**src/rtl/cache_ctrl_dm.sv**
```systemverilog
// Direct-mapped, write-through, no-write-allocate cache controller.
// 8 lines of 32-bit data, 2-bit tags, per-line valid bits. Word-addressed RAM
// behind it returns read data combinationally and writes on the rising edge.
// Optional hit/miss statistics counters are built when CACHE_CTRL_STATS_EN is defined.
module cache_ctrl_dm (
  input  logic        clock,
  input  logic        i_rst_n,
  input  logic        cpu_req_valid,
  output logic        cpu_req_ready,
  input  logic        cpu_req_we,
  input  logic [4:0]  cpu_req_addr,
  input  logic [31:0] cpu_req_wdata,
  output logic        cpu_rsp_valid,
  output logic [31:0] cpu_rsp_rdata,
  output logic [4:0]  mem_address,
  output logic [31:0] mem_data,
  output logic        mem_rden,
  output logic        mem_wren,
  input  logic [31:0] mem_q
`ifdef CACHE_CTRL_STATS_EN
  ,
  output logic [15:0] hit_count,
  output logic [15:0] miss_count
`endif
);

  localparam logic [1:0] StIdle   = 2'd0;
  localparam logic [1:0] StLookup = 2'd1;
  localparam logic [1:0] StMemRd  = 2'd2;
  localparam logic [1:0] StMemWr  = 2'd3;

  logic [1:0]  state_q, state_d;
  logic        req_we_q;
  logic [4:0]  req_addr_q;
  logic [31:0] req_wdata_q;
  logic        rsp_valid_q;
  logic [31:0] rsp_rdata_q;
  logic [7:0]  line_valid_q;
  logic [1:0]  line_tag_q  [8];
  logic [31:0] line_data_q [8];

  logic [2:0] idx;
  logic [1:0] tag;
  logic       hit;

  assign idx = req_addr_q[2:0];
  assign tag = req_addr_q[4:3];
  assign hit = line_valid_q[idx] && (line_tag_q[idx] == tag);

  assign cpu_req_ready = (state_q == StIdle);
  assign cpu_rsp_valid = rsp_valid_q;
  assign cpu_rsp_rdata = rsp_rdata_q;

  // Next-state: every accepted request visits LOOKUP, then at most one RAM cycle.
  always_comb begin
    state_d = state_q;
    case (state_q)
      StIdle:   if (cpu_req_valid) state_d = StLookup;
      StLookup: begin
        if (req_we_q)  state_d = StMemWr;
        else if (hit)  state_d = StIdle;
        else           state_d = StMemRd;
      end
      StMemRd:  state_d = StIdle;
      StMemWr:  state_d = StIdle;
      default:  state_d = StIdle;
    endcase
  end

  // RAM strobes decode from registered state and the latched request only.
  always_comb begin
    mem_rden    = 1'b0;
    mem_wren    = 1'b0;
    mem_address = 5'd0;
    mem_data    = 32'd0;
    case (state_q)
      StMemRd: begin
        mem_rden    = 1'b1;
        mem_address = req_addr_q;
      end
      StMemWr: begin
        mem_wren    = 1'b1;
        mem_address = req_addr_q;
        mem_data    = req_wdata_q;
      end
      default: ;
    endcase
  end

  // Control state, request latch, response and valid bits; reset aborts any request.
  always_ff @(posedge clock or negedge i_rst_n) begin
    if (!i_rst_n) begin
      state_q      <= StIdle;
      req_we_q     <= 1'b0;
      req_addr_q   <= 5'd0;
      req_wdata_q  <= 32'd0;
      rsp_valid_q  <= 1'b0;
      rsp_rdata_q  <= 32'd0;
      line_valid_q <= 8'd0;
    end else begin
      state_q     <= state_d;
      rsp_valid_q <= 1'b0;
      case (state_q)
        StIdle: begin
          if (cpu_req_valid) begin
            req_we_q    <= cpu_req_we;
            req_addr_q  <= cpu_req_addr;
            req_wdata_q <= cpu_req_wdata;
          end
        end
        StLookup: begin
          if (!req_we_q && hit) begin
            rsp_valid_q <= 1'b1;
            rsp_rdata_q <= line_data_q[idx];
          end
        end
        StMemRd: begin
          rsp_valid_q       <= 1'b1;
          rsp_rdata_q       <= mem_q;
          line_valid_q[idx] <= 1'b1;
        end
        StMemWr: begin
          rsp_valid_q <= 1'b1;
          rsp_rdata_q <= 32'd0;
        end
        default: ;
      endcase
    end
  end

  // Line data and tags carry no reset; the cleared valid bits make them don't-care.
  always_ff @(posedge clock) begin
    if (state_q == StMemRd) begin
      line_data_q[idx] <= mem_q;
      line_tag_q[idx]  <= tag;
    end else if (state_q == StMemWr && hit) begin
      line_data_q[idx] <= req_wdata_q;
    end
  end

`ifdef CACHE_CTRL_STATS_EN
  logic [15:0] hit_count_q, miss_count_q;

  assign hit_count  = hit_count_q;
  assign miss_count = miss_count_q;

  // Saturating read hit/miss counters, bumped once per read lookup.
  always_ff @(posedge clock or negedge i_rst_n) begin
    if (!i_rst_n) begin
      hit_count_q  <= 16'd0;
      miss_count_q <= 16'd0;
    end else if (state_q == StLookup && !req_we_q) begin
      if (hit) begin
        if (hit_count_q != 16'hFFFF) hit_count_q <= hit_count_q + 16'd1;
      end else begin
        if (miss_count_q != 16'hFFFF) miss_count_q <= miss_count_q + 16'd1;
      end
    end
  end
`endif

endmodule

```
**config.mk**
```make
export PLATFORM = sky130hd
export DESIGN_NAME = cache_ctrl_dm
export DESIGN_NICKNAME = d
export VERILOG_FILES = /design/src/rtl/cache_ctrl_dm.sv
export SDC_FILE = /design/constraint.sdc
export NUM_CORES = 1
export LEC_CHECK = 0
export ABC_AREA = 1
export BUFFER_PORTS_ARGS = -buffer_cell sky130_fd_sc_hd__buf_2
export CORE_UTILIZATION = 55
export CTS_CLUSTER_SIZE = 16
export DETAILED_ROUTE_END_ITERATION = 10
export PLACE_DENSITY = 0.79
export SYNTH_ARGS = -nofsm -noshare
export SYNTH_HDL_FRONTEND = slang
export SYNTH_SLANG_ARGS = --single-unit
```
**constraint.sdc**
```tcl
create_clock -name clock -period 4.06 [get_ports clock]
set_input_delay 0 -clock clock [delete_from_list [all_inputs] [get_ports clock]]
set_output_delay 0 -clock clock [all_outputs]
set_load 0.02 [all_outputs]
```
# Word-level counts from Yosys, hierarchy flattened
# Memories as Yosys holds them, arrays and structs flattened.
# Index checks and enable logic that the tools add are counted.
# Widths: inputs -> output; s select.
# totals
mem_bits_rw,272
out_inout_bits,73
register_bits,81
mem_count,2
input_bits,73
# op_classes
n_eq_ne,6
mux,21
bitwise,2
n_lt_le_gt_ge,2
n_reduce_logical,10
# memory_table
memory,words,width,read_ports,rd_clocked_by_memory_dff,wr,line,source
line_data_q,8,32,1,0,1,40,logic [31:0] line_data_q [8];
line_tag_q,8,2,1,0,1,39,logic [1:0] line_tag_q [8];
# ops
cell,count
$mux 32,3
$pmux 32 s3,1
$mux 1,9
$or 8x8->8,1
$mux 2,3
$pmux 2 s3,1
$mux 5,1
$eq 2x2->1 const B,2
$logic_and 1x1->1,4
$lt 3x4->1 const B,1
$ne 2x2->1 const B,2
$reduce_and 2->1,2
$bmux 1 s3,1
$demux 1 s3,1
$ge 3x1->1 const B,1
$reduce_bool 3->1,1
$eq 2x1->1 const B,1
$eq 2x2->1,1
$logic_not 2->1,1
$pmux 1 s2,1
$reduce_or 2->1,1
$logic_not 1->1,1
$or 1x1->1,1

# Depth between registers and ports, before layout
# logic_depth
ltp_word,8
mapped_depth,15

# Worst setup path after synthesis
# No wires, ideal clock.
# synth_path
kind,register to register
start,reg req_addr_q[2]
end,mem line_data_q[0][0] (enable)
required_time_ns,3.660
path_slack_ns,1.115
path_stages_with_launch,12
n_path_buf,2
arrival_time_ns,2.544
cell_sequence,dfrtp_1 -> buf_4 -> nor2_1 -> nand3_1 -> nand2_1 -> nor2_1 -> nand2_1 -> nand3_1 -> nor2_4 -> nand2_4 -> buf_6 -> a21oi_2
# synth_between
elab_chain_cells,8
word_cells_on_any_way,10
# synth_lines
element,line,source
start: declaration,34,logic [4:0] req_addr_q;
start signal: assignment,107,req_addr_q <= cpu_req_addr;
$mem_v2 8x2 / $bmux 1 s3 (equally long branches),--,
$eq 2x2->1 / $mux 1 (equally long branches),48,assign hit = line_valid_q[idx] && (line_tag_q[idx] == tag);
$logic_and 1x1->1,48,
$logic_and 1x1->1,136,end else if (state_q == StMemWr && hit) begin
$mux 1,136,
$mux 1,133,if (state_q == StMemRd) begin
$mux 1 (implied by the code),137,line_data_q[idx] <= req_wdata_q;
$or 1x1->1 (no line),--,
end: declaration,40,
# Parallel ways exist; a longest one is shown, timed or not. The select of a mux whose other input is x is not followed.

# Worst setup path after layout
# layout_path
start,reg req_addr_q[0]
end,"mem line_data_q[0][14], data pin"
# layout_between
elab_chain_cells,8
word_cells_on_any_way,10
# layout_lines
element,line
$mem_v2 8x2 / $bmux 1 s3 (equally long branches),--
$eq 2x2->1 / $mux 1 (equally long branches),48
$logic_and 1x1->1 *,48
$logic_and 1x1->1 *,136
$mux 1 *,136
$mux 1 *,133
$mux 1 (implied by the code) *,137
$mux 32 (no line) *,--
# Mark *: on every way between the ends. The rest lies on a longest branch, timed or not. The select of a mux whose other input is x is not followed.

==> flow_metrics.py <==
metrics = {
    "placed_design": {
        "dp_cells": 1716,
        "globalplace.congestion": 0.915,
        "portBuffers": 145,
        "hpwlAfterDp_mm": 21.9,
        "dpl_cell_area_mm2": 0.0154,
    },
    "die": {
        "io_pins": 146,
        "fp.dieH_um": 163,
        "die_w_um": 163,
        "num_rows": 58,
        "core_area_mm2": 0.0253,
        "start_util": 0.565,
        "die_area_mm2": 0.0267,
    },
    "timing": {
        "max_freq_mhz": 290,
        "slew_headroom": 0.252,
        "final.period_utilization": 0.851,
        "finalHoldViolCount": 0,
        "rsz0062_at_grt": "false",
        "drv_slew": 0,
        "setup_violations": 0,
        "worstMarginPinSlew_ns": 1.12,
        "min_period_ns": 3.45,
        "fin_tns_setup_ns": 0,
        "fin_skew_ns": 0.0175,
    },
    "cts": {
        "insertion_delay_ns": 0.52,
        "numCtsBuffers": 36,
        "path_clk_slew_ns": 0.06,
        "cts.repair.resized": 0,
        "cts_max_level": 2,
        "cts_sinks": 353,
        "clk_path_buf_depth": 3,
        "root_buffer": "clkbuf_16",
        "cts_tree": "yes",
    },
    "power_and_ir_drop": {
        "irDropWorstVdd_mv": 0.408,
        "power_leakage_nw": 7.26,
        "power_w": 0.0119,
        "power.density_mw_per_mm2": 692,
    },
    "route": {
        "firstDrtPassIters": 7,
        "via_count": 10700,
        "drtIter0Drc": 1124,
        "drc": 0,
        "drt-wirelength-per-cell_um": 20.5,
        "postRouteAntennaNets": 0,
        "drt-total-wl_mm": 38.0,
        "vias_per_cell": 5.76,
    },
    "logic_synthesis": {
        "yosysMostFrequentCell": "nand2_1",
        "synthMuxAreaShare": 0,
        "syn-cell-area_mm2": 0.0143,
        "synth_edf_count": 272,
        "synth_compound_area_frac": 0.0557,
        "synth_top_cell_area_share": 0.570,
        "yosysTopAreaCell": "edfxtp_1",
        "synth_top_family_by_area": "simple AND/OR/NAND/NOR gates",
        "yosys_most_used_dff": "edfxtp_1",
        "synthSimpleGateAreaFrac": 0.186,
        "ys_warn_count": 0,
        "syn_inst": 1281,
        "syn_avg_cell_area_um2": 11.2,
        "ys_seq_area_frac": 0.712,
        "synth_xor_area_frac": 0,
        "synth_seq_cells": 353,
        "ys_async_sr_fraction": 0.229,
        "synth_cell_types": 29,
        "synth_fp_nets": 1354,
        "ys_top_cells_by_area": "edfxtp_1 57%, dfrtp_1 14%, nand2_1 10%, nand3_1 3.5%, nor2_1 2.9%",
        "yosys-top-cells-count": "381 x nand2_1, 272 x edfxtp_1, 109 x nor2_1, 99 x nand3_1, 81 x dfrtp_1",
        "synthAdderAreaFrac": 0,
    },
    "flow_run": {
        "maxCapViolCount": 0,
    },
    "global_route": {
        "grt_pass1_wl_mm": 57.9,
        "grt_overflow": 0,
        "track_usage": 0.289,
        "grt_pass1_vias": 10500,
        "antenna_found_initial": 0,
        "grt_max_degree": 82,
    },
    "finish": {
        "antenna_cells": 0,
        "final_cell_area_mm2": 0.0173,
        "syn_to_final_growth_pct": 20.5,
        "fill_cells": 1697,
        "utilization": 0.681,
        "layout.nets": 1568,
        "drive_above_1_share": 0.161,
        "final_cells": 1850,
    },
    "setup_path": {
        "required_ns": 4.30,
        "cp.buffers_inverters": 2,
        "cp-endpoint": "line_data_q[0][14]$_DFFE_PP_",
        "worst-path-stages": 11,
        "cp-end-kind": "flip-flop",
        "r2r_slack_ns": 0.61,
        "cpPeakStageDelay_ns": 0.65,
        "worstSetupPathType": "reg2reg",
        "reg2reg_to": "line_data_q[0][14]$_DFFE_PP_",
        "crit_family": "simple AND/OR/NAND/NOR gates",
        "slowest_stage": "dfrtp_1",
        "critPathMaxFanout": 38,
        "cp_cell_sequence": "inv_2 > nand3_1 > nor2_1 > nor2_1 > nand2_1 > nor2_1 > nand3_1 > nor2_4 > nand2_4 > buf_4 > o21ai_1",
        "arrival_ns": 3.69,
        "r2r_cells": 11,
        "start_kind": "flip-flop",
        "crit_top_cell": "nor2_1",
        "crit_start": "req_addr_q[0]$_DFFE_PN0P_",
        "rr_startpoint": "req_addr_q[0]$_DFFE_PN0P_",
    },
    "hold_path": {
        "hold_class": "in2async",
    },
    "status": {
        "status": "finished, final reports clean",
    },
}
layer usage:
metal,GRT usage,vias to the layer above,share of wire
met4,0.127,0,0.033
met5,0,-,0
met1,0.366,5077,0.37
met2,0.488,681,0.50
li1,-,4795,-
met3,0.0510,110,0.094
logic make-up (layout without fill, tap and decap cells):
| kind of cell | after synthesis | in the layout |
|---|---|---|
| AOI/OAI and AO/OA | 139 | 139 |
| and+or+nand+nor | 639 | 639 |
| buffers and inverters | 150 | 389 |
| DFF | 353 | 353 |
power by group:
group	switching, W	internal (W)	leakage (nW)
Combinational	0.00282	0.00107	3.31
Sequential	0.000289	0.00465	3.42
Clock	0.00133	0.00179	0.535
stage by stage:
step           hold slack [ns]  setup WS (ns)
2_1_floorplan           -0.296           1.12
3_3_place_gp             0.243          0.808
3_5_place_dp             0.254          0.738
4_1_cts                  0.254          0.691
5_1_grt                  0.282          0.430
6_report                 0.255          0.607
worst min path at each step:
stage | startpoint | end | slack [ns] | depth (start not counted)
3_5_place_dp | cpu_req_wdata[11] | req_wdata_q[11]$_DFFE_PN0P_ | 0.25 | 3
6_report | i_rst_n | req_addr_q[0]$_DFFE_PN0P_ | 0.25 | 2
5_1_grt | cpu_req_wdata[3] | req_wdata_q[3]$_DFFE_PN0P_ | 0.28 | 4
4_1_cts | cpu_req_wdata[18] | req_wdata_q[18]$_DFFE_PN0P_ | 0.25 | 4
3_3_place_gp | cpu_req_wdata[25] | req_wdata_q[25]$_DFFE_PN0P_ | 0.24 | 3
2_1_floorplan | i_rst_n | cpu_rsp_rdata[0]$_DFFE_PN0P_ | -0.30 | 0
cells in the final DEF, fill, tap and decap left out, drive strengths merged, types with 6 or more instances in the layout:
master / count
a22oi: 21
edfxtp: 272
nand2: 383
clkbuf: 41
dfrtp: 81
nor2: 110
o21ai: 59
or2: 6
nand4: 37
buf: 172
dlygate4sd3: 71
clkinv: 17
inv: 84
a21oi: 53
nand3: 100
timing repair:
action	CTS	global route
hold endpoints to repair	151	0
hold buffers	71	0
buffers inserted	0	0
layout make-up:
cell class | instances | area, um^2 | area share
multi-input cells | 778 | 3540 | 0.205
inverters | 83 | 312 | 0.0181
well taps | 330 | 413 | 0.0239
clock buffers | 41 | 941 | 0.0545
repair buffers | 243 | 1690 | 0.0981
clock inverters | 22 | 159 | 0.00921
flip-flops and latches | 353 | 10200 | 0.591
state kept, by name, indices dropped and copies added (netlist names):
register / count
req_wdata_q: 32
state_q: 2
req_we_q: 1
cpu_rsp_valid: 1
cpu_rsp_rdata: 32
line_valid_q: 8
req_addr_q: 5
line_tag_q: 16
line_data_q: 256
No activity file was read; power rests on OpenSTA's default activity.
